**src/rtl/pll_mdrp_if.sv**
```systemverilog
// MDRP bus between a PLL config master and the responder.
// Opcode, address-increment and write data go out; read data comes back.
interface pll_mdrp_if;
  logic [1:0] mdopc;
  logic       mdainc;
  logic [7:0] mdwdi;
  logic [7:0] mdrdo;

  modport master (
    output mdopc,
    output mdainc,
    output mdwdi,
    input  mdrdo
  );

  modport slave (
    input  mdopc,
    input  mdainc,
    input  mdwdi,
    output mdrdo
  );
endinterface

```
**src/rtl/pll_mdrp_responder.sv**
```systemverilog
// MDRP responder: 8-bit register bank, registered read-back and a
// PLL lock model that drops on each accepted write and relocks later.
module pll_mdrp_responder #(
  parameter int DEPTH      = 16,
  parameter int LOCK_DELAY = 64,
  parameter int AW         = 8
) (
  input  logic               mdclk,
  input  logic               reset,
  pll_mdrp_if.slave          bus,
  output logic               lock,
  output logic [8*DEPTH-1:0] cfg_out,
  output logic               cfg_upd,
  output logic               err
);

  localparam int CW = $clog2(LOCK_DELAY + 1);
  localparam logic [AW-1:0] TOP  = AW'(DEPTH - 1);
  localparam logic [CW-1:0] CMAX = CW'(LOCK_DELAY - 1);

  typedef enum logic [1:0] {
    OP_NOP = 2'b00,
    OP_WR  = 2'b01,
    OP_RD  = 2'b10,
    OP_RSV = 2'b11
  } op_e;

  typedef enum logic {
    RELOCK,
    LOCKED
  } lock_e;

  logic [AW-1:0] addr;
  logic [7:0]    bank [DEPTH];
  lock_e         state, state_n;
  logic [CW-1:0] cnt, cnt_n;
  logic          is_top;
  logic          is_wr;
  logic          is_rd;
  logic          wr_ok;
  logic          bad;
  logic [7:0]    rd_val;

  assign is_top = (addr == TOP);
  assign is_wr  = (bus.mdopc == OP_WR);
  assign is_rd  = (bus.mdopc == OP_RD);
  assign wr_ok  = is_wr && !is_top;
  assign bad    = (bus.mdopc == OP_RSV) || (is_wr && is_top);
  assign lock   = (state == LOCKED);

  // top address is the status byte, not a bank entry
  always_comb begin
    rd_val = '0;
    for (int i = 0; i < DEPTH; i++) begin
      if (addr == AW'(i)) rd_val = bank[i];
    end
    if (is_top) rd_val = {lock, err, 6'b0};
  end

  always_ff @(posedge mdclk) begin
    if (reset) begin
      addr      <= '0;
      bus.mdrdo <= '0;
      cfg_upd   <= 1'b0;
      err       <= 1'b0;
      for (int i = 0; i < DEPTH; i++) bank[i] <= '0;
    end else begin
      if (bus.mdainc) addr <= is_top ? '0 : addr + AW'(1);
      for (int i = 0; i < DEPTH - 1; i++) begin
        if (wr_ok && addr == AW'(i)) bank[i] <= bus.mdwdi;
      end
      if (is_rd) bus.mdrdo <= rd_val;
      cfg_upd <= wr_ok;
      if (bad) err <= 1'b1;
    end
  end

  for (genvar g = 0; g < DEPTH; g++) begin : g_cfg
    assign cfg_out[8*g +: 8] = bank[g];
  end

  always_ff @(posedge mdclk) begin
    if (reset) begin
      state <= RELOCK;
      cnt   <= '0;
    end else begin
      state <= state_n;
      cnt   <= cnt_n;
    end
  end

  // counter parks at CMAX once locked
  always_comb begin
    state_n = state;
    cnt_n   = cnt;
    unique case (state)
      RELOCK: begin
        if (wr_ok) cnt_n = '0;
        else if (cnt == CMAX) state_n = LOCKED;
        else cnt_n = cnt + CW'(1);
      end
      LOCKED: begin
        if (wr_ok) begin
          state_n = RELOCK;
          cnt_n   = '0;
        end
      end
      default: begin
        state_n = RELOCK;
        cnt_n   = '0;
      end
    endcase
  end

endmodule

```
**src/flat_wrapper.sv**
```systemverilog
// flat-port wrapper written by rule: the top's interface ports become plain ports
module pll_mdrp_responder_flat 
#(
  parameter int DEPTH      = 16,
  parameter int LOCK_DELAY = 64,
  parameter int AW         = 8
)
  (mdclk, reset, lock, cfg_out, cfg_upd, err, bus_mdopc, bus_mdainc, bus_mdwdi, bus_mdrdo);
  pll_mdrp_if bus_i ();
  input  logic mdclk;
  input  logic reset;
  output logic lock;
  output logic [8*DEPTH-1:0] cfg_out;
  output logic cfg_upd;
  output logic err;
  input wire logic [$bits(bus_i.mdopc)-1:0] bus_mdopc;
  input wire logic [$bits(bus_i.mdainc)-1:0] bus_mdainc;
  input wire logic [$bits(bus_i.mdwdi)-1:0] bus_mdwdi;
  output wire logic [$bits(bus_i.mdrdo)-1:0] bus_mdrdo;
  assign bus_i.mdopc = bus_mdopc;
  assign bus_i.mdainc = bus_mdainc;
  assign bus_i.mdwdi = bus_mdwdi;
  assign bus_mdrdo = bus_i.mdrdo;
  pll_mdrp_responder #(.DEPTH(DEPTH), .LOCK_DELAY(LOCK_DELAY), .AW(AW)) u_core (.mdclk(mdclk), .reset(reset), .bus(bus_i), .lock(lock), .cfg_out(cfg_out), .cfg_upd(cfg_upd), .err(err));
endmodule
```
**config.mk**
```make
export PLATFORM = sky130hd
export DESIGN_NAME = pll_mdrp_responder_flat
export DESIGN_NICKNAME = d
export VERILOG_FILES = /design/src/rtl/pll_mdrp_if.sv /design/src/rtl/pll_mdrp_responder.sv /design/src/flat_wrapper.sv
export SDC_FILE = /design/constraint.sdc
export NUM_CORES = 1
export LEC_CHECK = 0
export ABC_AREA = 1
export CORE_MARGIN = 3
export CORE_UTILIZATION = 52
export CTS_BUF_LIST = sky130_fd_sc_hd__clkbuf_2
export CTS_CLUSTER_DIAMETER = 120
export DETAILED_ROUTE_END_ITERATION = 6
export GPL_TIMING_DRIVEN = 0
export PLACE_DENSITY_LB_ADDON = 0.2
export SLEW_MARGIN = 20
export SYNTH_ARGS = -nofsm -noshare
export SYNTH_HDL_FRONTEND = slang
export SYNTH_SLANG_ARGS = --single-unit
```
**constraint.sdc**
```tcl
create_clock -name mdclk -period 2.8 [get_ports mdclk]
set_clock_uncertainty 0.15 [all_clocks]
set_input_delay 0.7 -clock mdclk [delete_from_list [all_inputs] [get_ports mdclk]]
set_output_delay 0.7 -clock mdclk [all_outputs]
set_load 0.02 [all_outputs]
```
==> flow_summary.toml, run 1 <==
[run_status]
status = "finished clean"

[timing]
final_hold_viol_count = 0
finalSetupViolations = 0
setup_tns_ps = 0
fin_crit_sh_pct = 96.29
slew_headroom_pct = 45.31
slew_viol_final = 0
layout_setup_ws_ps = 103.9
clock.fmax_mhz = 370.9
tightest_slew_ps = 820.3
rsz0062_at_grt = "no"
hold_ws_ps = 322.7
period_needed_ps = 2696

[floorplan]
die_w_um = 119.9
core_area_mm2 = 0.01236
die-area_mm2 = 0.01438
die_y_um = 119.9
io_pins = 152
num_rows = 40
start_util_pct = 54.61

[drt]
wl_um = 19530
ant_nets = 0
drtPass1Iterations = 5
drcViolationCount = 0
first_iter_violations = 545
vias = 5894
viasPerCell = 5.473
routedWlPerCell_um = 18.13

[setup_path]
cp.arrival_ps = 1850
worstReg2RegStart = "u_core.addr[1]"
crit_type = "flop to primary output"
cp_slowest_cell = "clkdlybuf4s50_1"
cpPeakStageDelay_ps = 640
critPathTopFamily = "buffers and inverters"
path_buf_inv = 1
path_cells = "clkdlybuf4s50_1"
required_ps = 1950
crit_fanout = 2
start_kind = "flop"
critPathLaunch = "u_core.bank[0][74]"
cp-end-kind = "primary output"

[synthesis]
synth.area.top_cells = "edfxtp_1, nand2_1, nor2_1, dfxtp_1, a21oi_1"
netlist_instances = 727
synth-seq-cells = 146
synth-seq-area-share_pct = 61.09
ys.flop_type = "edfxtp_1"
ys_warn_count = 0
yosys.area.top_type_share_pct = 53.38
synth-edff-count = 120
syn_area_mm2 = 0.006750
synth_cell_types = 35
synth_area_leader_cell = "edfxtp_1"
async_flop_share_pct = 0
postSynthAreaPerCell_um2 = 9.285

[layout]
area_delta_synth_final_pct = 28.84
drive_above_1_share_pct = 9.571
layout.nets = 914
final_common_cell = "nand2_1"
mostFrequentLayoutCells = "nand2_1, nor2_1, clkdlybuf4s50_1, edfxtp_1, a21oi_1"
antenna_cells = 0

[place]
dp_hpwl_um = 14470
portBuffers = 143
place_congestion = 0.8365
preCtsSetupSlack_ps = -649.5

[clock_network]
htreeDepth = 4
insertion_delay_ps = 750
cts-root-buf = "clkbuf_2"
post-cts-setup-buffers = 0
clk_pin_slew_ps = 220
cts_buffer_depth = 2
cts_tree = "built"
cts_sinks = 146
cts-buffers-inserted = 17

[power_and_ir_drop]
ir_worst_vdd_mv = 0.3476
power_density_mw_per_mm2 = 519.1
leakage_uw = 0.003435

[global_routing]
grt_pass1_wl_um = 29930
grt_pass1_vias = 5771
grt_max_degree = 17
grt_usage_pct = 27.23
grt_antenna_before_repair = 0
gr-total-overflow = 0

[worst_hold_path]
hold_start = "u_core.cnt[6]"
hold_path_class = "flop to flop"

[run]
maxCapViolations = 0
power breakdown:
group / leakage (uW) / internal [uW] / switching (uW) / total, uW
clock network: 0.000149 / 497 / 761 / 1260
registers: 0.00145 / 2450 / 66.6 / 2520
logic: 0.00184 / 273 / 465 / 737
timing repair:
item                                    in CTS  in global routing
gates resized for setup                      7                  8
hold buffers                                 0                  0
pin swaps                                    0                  1
endpoints found under the setup margin      88                 93
sequential cells by signal, indices dropped and copies added, names as in the netlist:
| name | count |
|---|---|
| u_core.bank | 120 |
| u_core.bus.mdrdo | 8 |
| u_core.addr | 8 |
| u_core.cnt | 7 |
| u_core.lock | 1 |
| u_core.cfg_upd | 1 |
| u_core.err | 1 |
cell type report:
type,count,area (um2)
multi-input cells,498,2291
clock inverters,12,141.4
flip-flops and latches,146,4125
fillers,963,3665
plain buffers,32,177.7
well taps,168,210.2
repair buffers,143,1431
clock buffers,20,100.1
inverters,58,220.2
path summary, 6_finish.rpt:
| check | to | slack [ps] | cells after the start |
|---|---|---|---|
| worst min register to register | u_core.cnt[6] | 320 | 2 |
| worst max register to register | u_core.bank[0][100] | 160 | 6 |
| worst max-delay path | cfg_out[74] | 100 | 1 |
| worst min-delay path | u_core.cnt[6] | 320 | 2 |
cells in the mapped netlist, drive strengths merged (2+ instances only):
library cell,instances
inv,58
edfxtp,120
nand2,174
buf,14
dfxtp,26
or2,8
nor2,161
nor3,15
a21oi,56
o21ai,15
xor2,2
clkbuf,18
nand3,46
ha,5
layer usage:
layer  wire length, um  up-vias  GRT usage, %
met5                 0        -             0
met4               363        0         8.232
li1                  -     2729             -
met1              7672     2816         34.19
met2              9678      310         46.33
met3              1816       39         7.116
cell families after synthesis:
group | count (synthesis) | share of synthesized area, %
other | 1 | 0.05555
xor gates and xnor gates | 2 | 0.2595
AOI/OAI and AO/OA | 76 | 5.894
DFF | 146 | 61.09
and+or+nand+nor | 407 | 25.91
buffers and inverters | 90 | 5.857
adders and majority gates | 5 | 0.9268
metrics by stage:
| step | utilization [%] | total power [uW] | cell area, um2 | std cells |
|---|---|---|---|---|
| after floorplan | - | 2947 | 6777 | 734 |
| after global placement | 68.10 | 3273 | 8418 | 1045 |
| after detailed placement | 68.10 | 3287 | 8418 | 1045 |
| after CTS | 70.16 | 4499 | 8673 | 1077 |
| after global routing | 70.35 | 4665 | 8697 | 1077 |
| final | 70.35 | 4514 | 8697 | 1077 |
worst reg2reg max path, cell delays in order, from the launching register on:
cell     delay, ps
dfxtp_1        380
inv_1          110
ha_1           180
inv_1          110
nor3_2         540
inv_1          220
o21ai_1        640
(Power assumes the default switching activity.)
==> run 2, diff against run 1 <==
CORE_UTILIZATION = 35   (was 52)
RECOVER_POWER = 100   (was not set)
==> run 2 against run 1 <==
Global-route usage down 7.8 points. Sequential power about the same. Total power down 4.5%. Critical endpoint is now cfg_out[56]. Flip-flop and latch count unchanged. Sequential share of layout area down 0.34 points. Hold slack better by 1.8 ps. Cell count up 8.6%. Critical path type unchanged. Register-to-register slack better by 30 ps.
==> flow_summary.toml, run 2 (same netlist as run 1, synthesis figures left out) <==
[power_and_ir_drop]
ir_worst_vdd_mv = 0.2554
leakage_uw = 0.003511
power_density_mw_per_mm2 = 491.9
seqPwrFrac_pct = 58.4
p_clk_share_pct = 24.7
p_sw_uw = 1272
internal-power_uw = 3038
swShare_pct = 29.52
combPwrFrac_pct = 16.8

[global_routing]
grt_usage_pct = 19.39
gr-total-overflow = 0
grt_max_degree = 17
grt_pass1_vias = 5494
grt_antenna_before_repair = 0
grt_pass1_wl_um = 30110

[layout]
final_util_pct = 46.54
mostFrequentLayoutCells = "nand2_1, nor2_1, edfxtp_1, clkdlybuf4s50_1, dlygate4sd3_1"
top_regs = "u_core.bank x120, u_core.addr x8, u_core.bus.mdrdo x8"
top_register = "u_core.bank"
fin_cells = 1170
area_delta_synth_final_pct = 29.82
antenna_cells = 0
final_common_cell = "nand2_1"
drive_above_1_share_pct = 9.341
layout.nets = 915
fillerInstances = 1839
largest_register_ffs = 120

[timing]
clock.fmax_mhz = 369.5
slew_headroom_pct = 41.99
final_hold_viol_count = 0
finalSetupViolations = 0
tightest_slew_ps = 870.2
fin_crit_sh_pct = 96.66
period_needed_ps = 2706
hold_ws_ps = 324.4
slew_viol_final = 0
rsz0062_at_grt = "no"

[place]
dp_hpwl_um = 14680
dp_cells = 1137
place_congestion = 0.8222
portBuffers = 143

[floorplan]
die_y_um = 144.9
num_rows = 50
die-area_mm2 = 0.02099
io_pins = 152
die_w_um = 144.9
core_area_mm2 = 0.01883
start_util_pct = 35.85

[setup_path]
crit_fanout = 2
path_buf_inv = 1
crit_type = "flop to primary output"
start_kind = "flop"
timing.rr.end = "u_core.bank[0][74]"
reg2reg_depth = 9
cpPeakStageDelay_ps = 680
reg2reg_slack_ps = 190
worstReg2RegStart = "u_core.addr[4]"
cp_slowest_cell = "dlygate4sd3_1"
cp-end-kind = "primary output"
critPathTopFamily = "buffers and inverters"
cp.arrival_ps = 1860
required_ps = 1950
path_cells = "dlygate4sd3_1"

[drt]
vias = 5612
drcViolationCount = 0
first_iter_violations = 473
routedWlPerCell_um = 17.12
wl_um = 20040
ant_nets = 0
drtPass1Iterations = 5
viasPerCell = 4.797

[worst_hold_path]
hold_path_end = "u_core.bus.mdrdo[0]"
hold_depth = 2
hold_path_class = "flop to flop"
hold_start = "u_core.bus.mdrdo[0]"

[clock_network]
cts-buffers-inserted = 17
htreeDepth = 4
cts_sinks = 146
cts_tree = "built"
cts-root-buf = "clkbuf_2"
clk_pin_slew_ps = 200
cts_buffer_depth = 2
postCtsHoldBufs = 0
insertion_delay_ps = 730

[run]
maxCapViolations = 0

[run_status]
status = "finished clean"
==> run 2: changes by cell type in the layout (fill, tap and decap cells not counted), moves of 2 or more <==
cell | before | now
nand2_1 | 163 | 166
bufinv_16 | 3 | 1
dlygate4sd3_1 | 0 | 59
clkdlybuf4s50_1 | 143 | 83
nand2_2 | 8 | 5
==> run 2: per-stage QoR <==
step	area, um2	TNS [ps]	worst slack (ps)	total power (uW)
floorplan	6777	0	427.3	2947
global placement	8533	-79470	-724.9	3299
detailed placement	8533	-81280	-672.9	3303
CTS	8746	0	16.31	4358
global route	8763	0	6.258	4512
finish	8763	0	93.64	4311
==> run 2: per-layer routing <==
layer / vias up / global-route usage (%) / part of all wire, %
li1: 2733 / - / -
met1: 2634 / 26.22 / 44
met2: 212 / 30.95 / 47
met3: 33 / 5.225 / 7.4
met4: 0 / 5.302 / 1.8
met5: - / 0 / 0
==> run 2: area by class of cell <==
type	count	area [um2]	area share (%)
Timing Repair Buffer	144	1445	16.49
Multi-Input combinational cell	498	2275	25.96
Inverter	58	220.2	2.513
Sequential cell	146	4126	47.09
Clock buffer	21	105.1	1.199
Clock inverter	11	88.84	1.014
Tap cell	260	325.3	3.712
Buffer	32	177.7	2.027
==> run 2: power groups by stage <==
stage | sequential (uW) | combinational, uW | clock (uW)
after detailed placement | 2570 | 735 | 0
after floorplan | 2660 | 284 | 0
after global routing | 2530 | 792 | 1190
final | 2520 | 726 | 1070
after global placement | 2570 | 731 | 0
after CTS | 2520 | 740 | 1100
==> run 2: timing repair <==
item / CTS / global route
setup buffers: 0 / 1
pin swaps: 0 / 2
gates resized for setup: 8 / 7
setup endpoints to repair: 88 / 74
==> run 2: how the worst max path moves through the flow <==
stage                        start             endpoint  cells after the start
6_report        u_core.bank[0][56]          cfg_out[56]                      1
5_1_grt        u_core.bank[0][111]         cfg_out[111]                      1
4_1_cts             u_core.addr[4]  u_core.bank[0][105]                      8
3_5_place_dp          bus_mdopc[0]   u_core.bank[0][93]                      5
3_3_place_gp          bus_mdopc[0]  u_core.bank[0][109]                      5
2_1_floorplan       u_core.addr[0]  u_core.bank[0][100]                      6
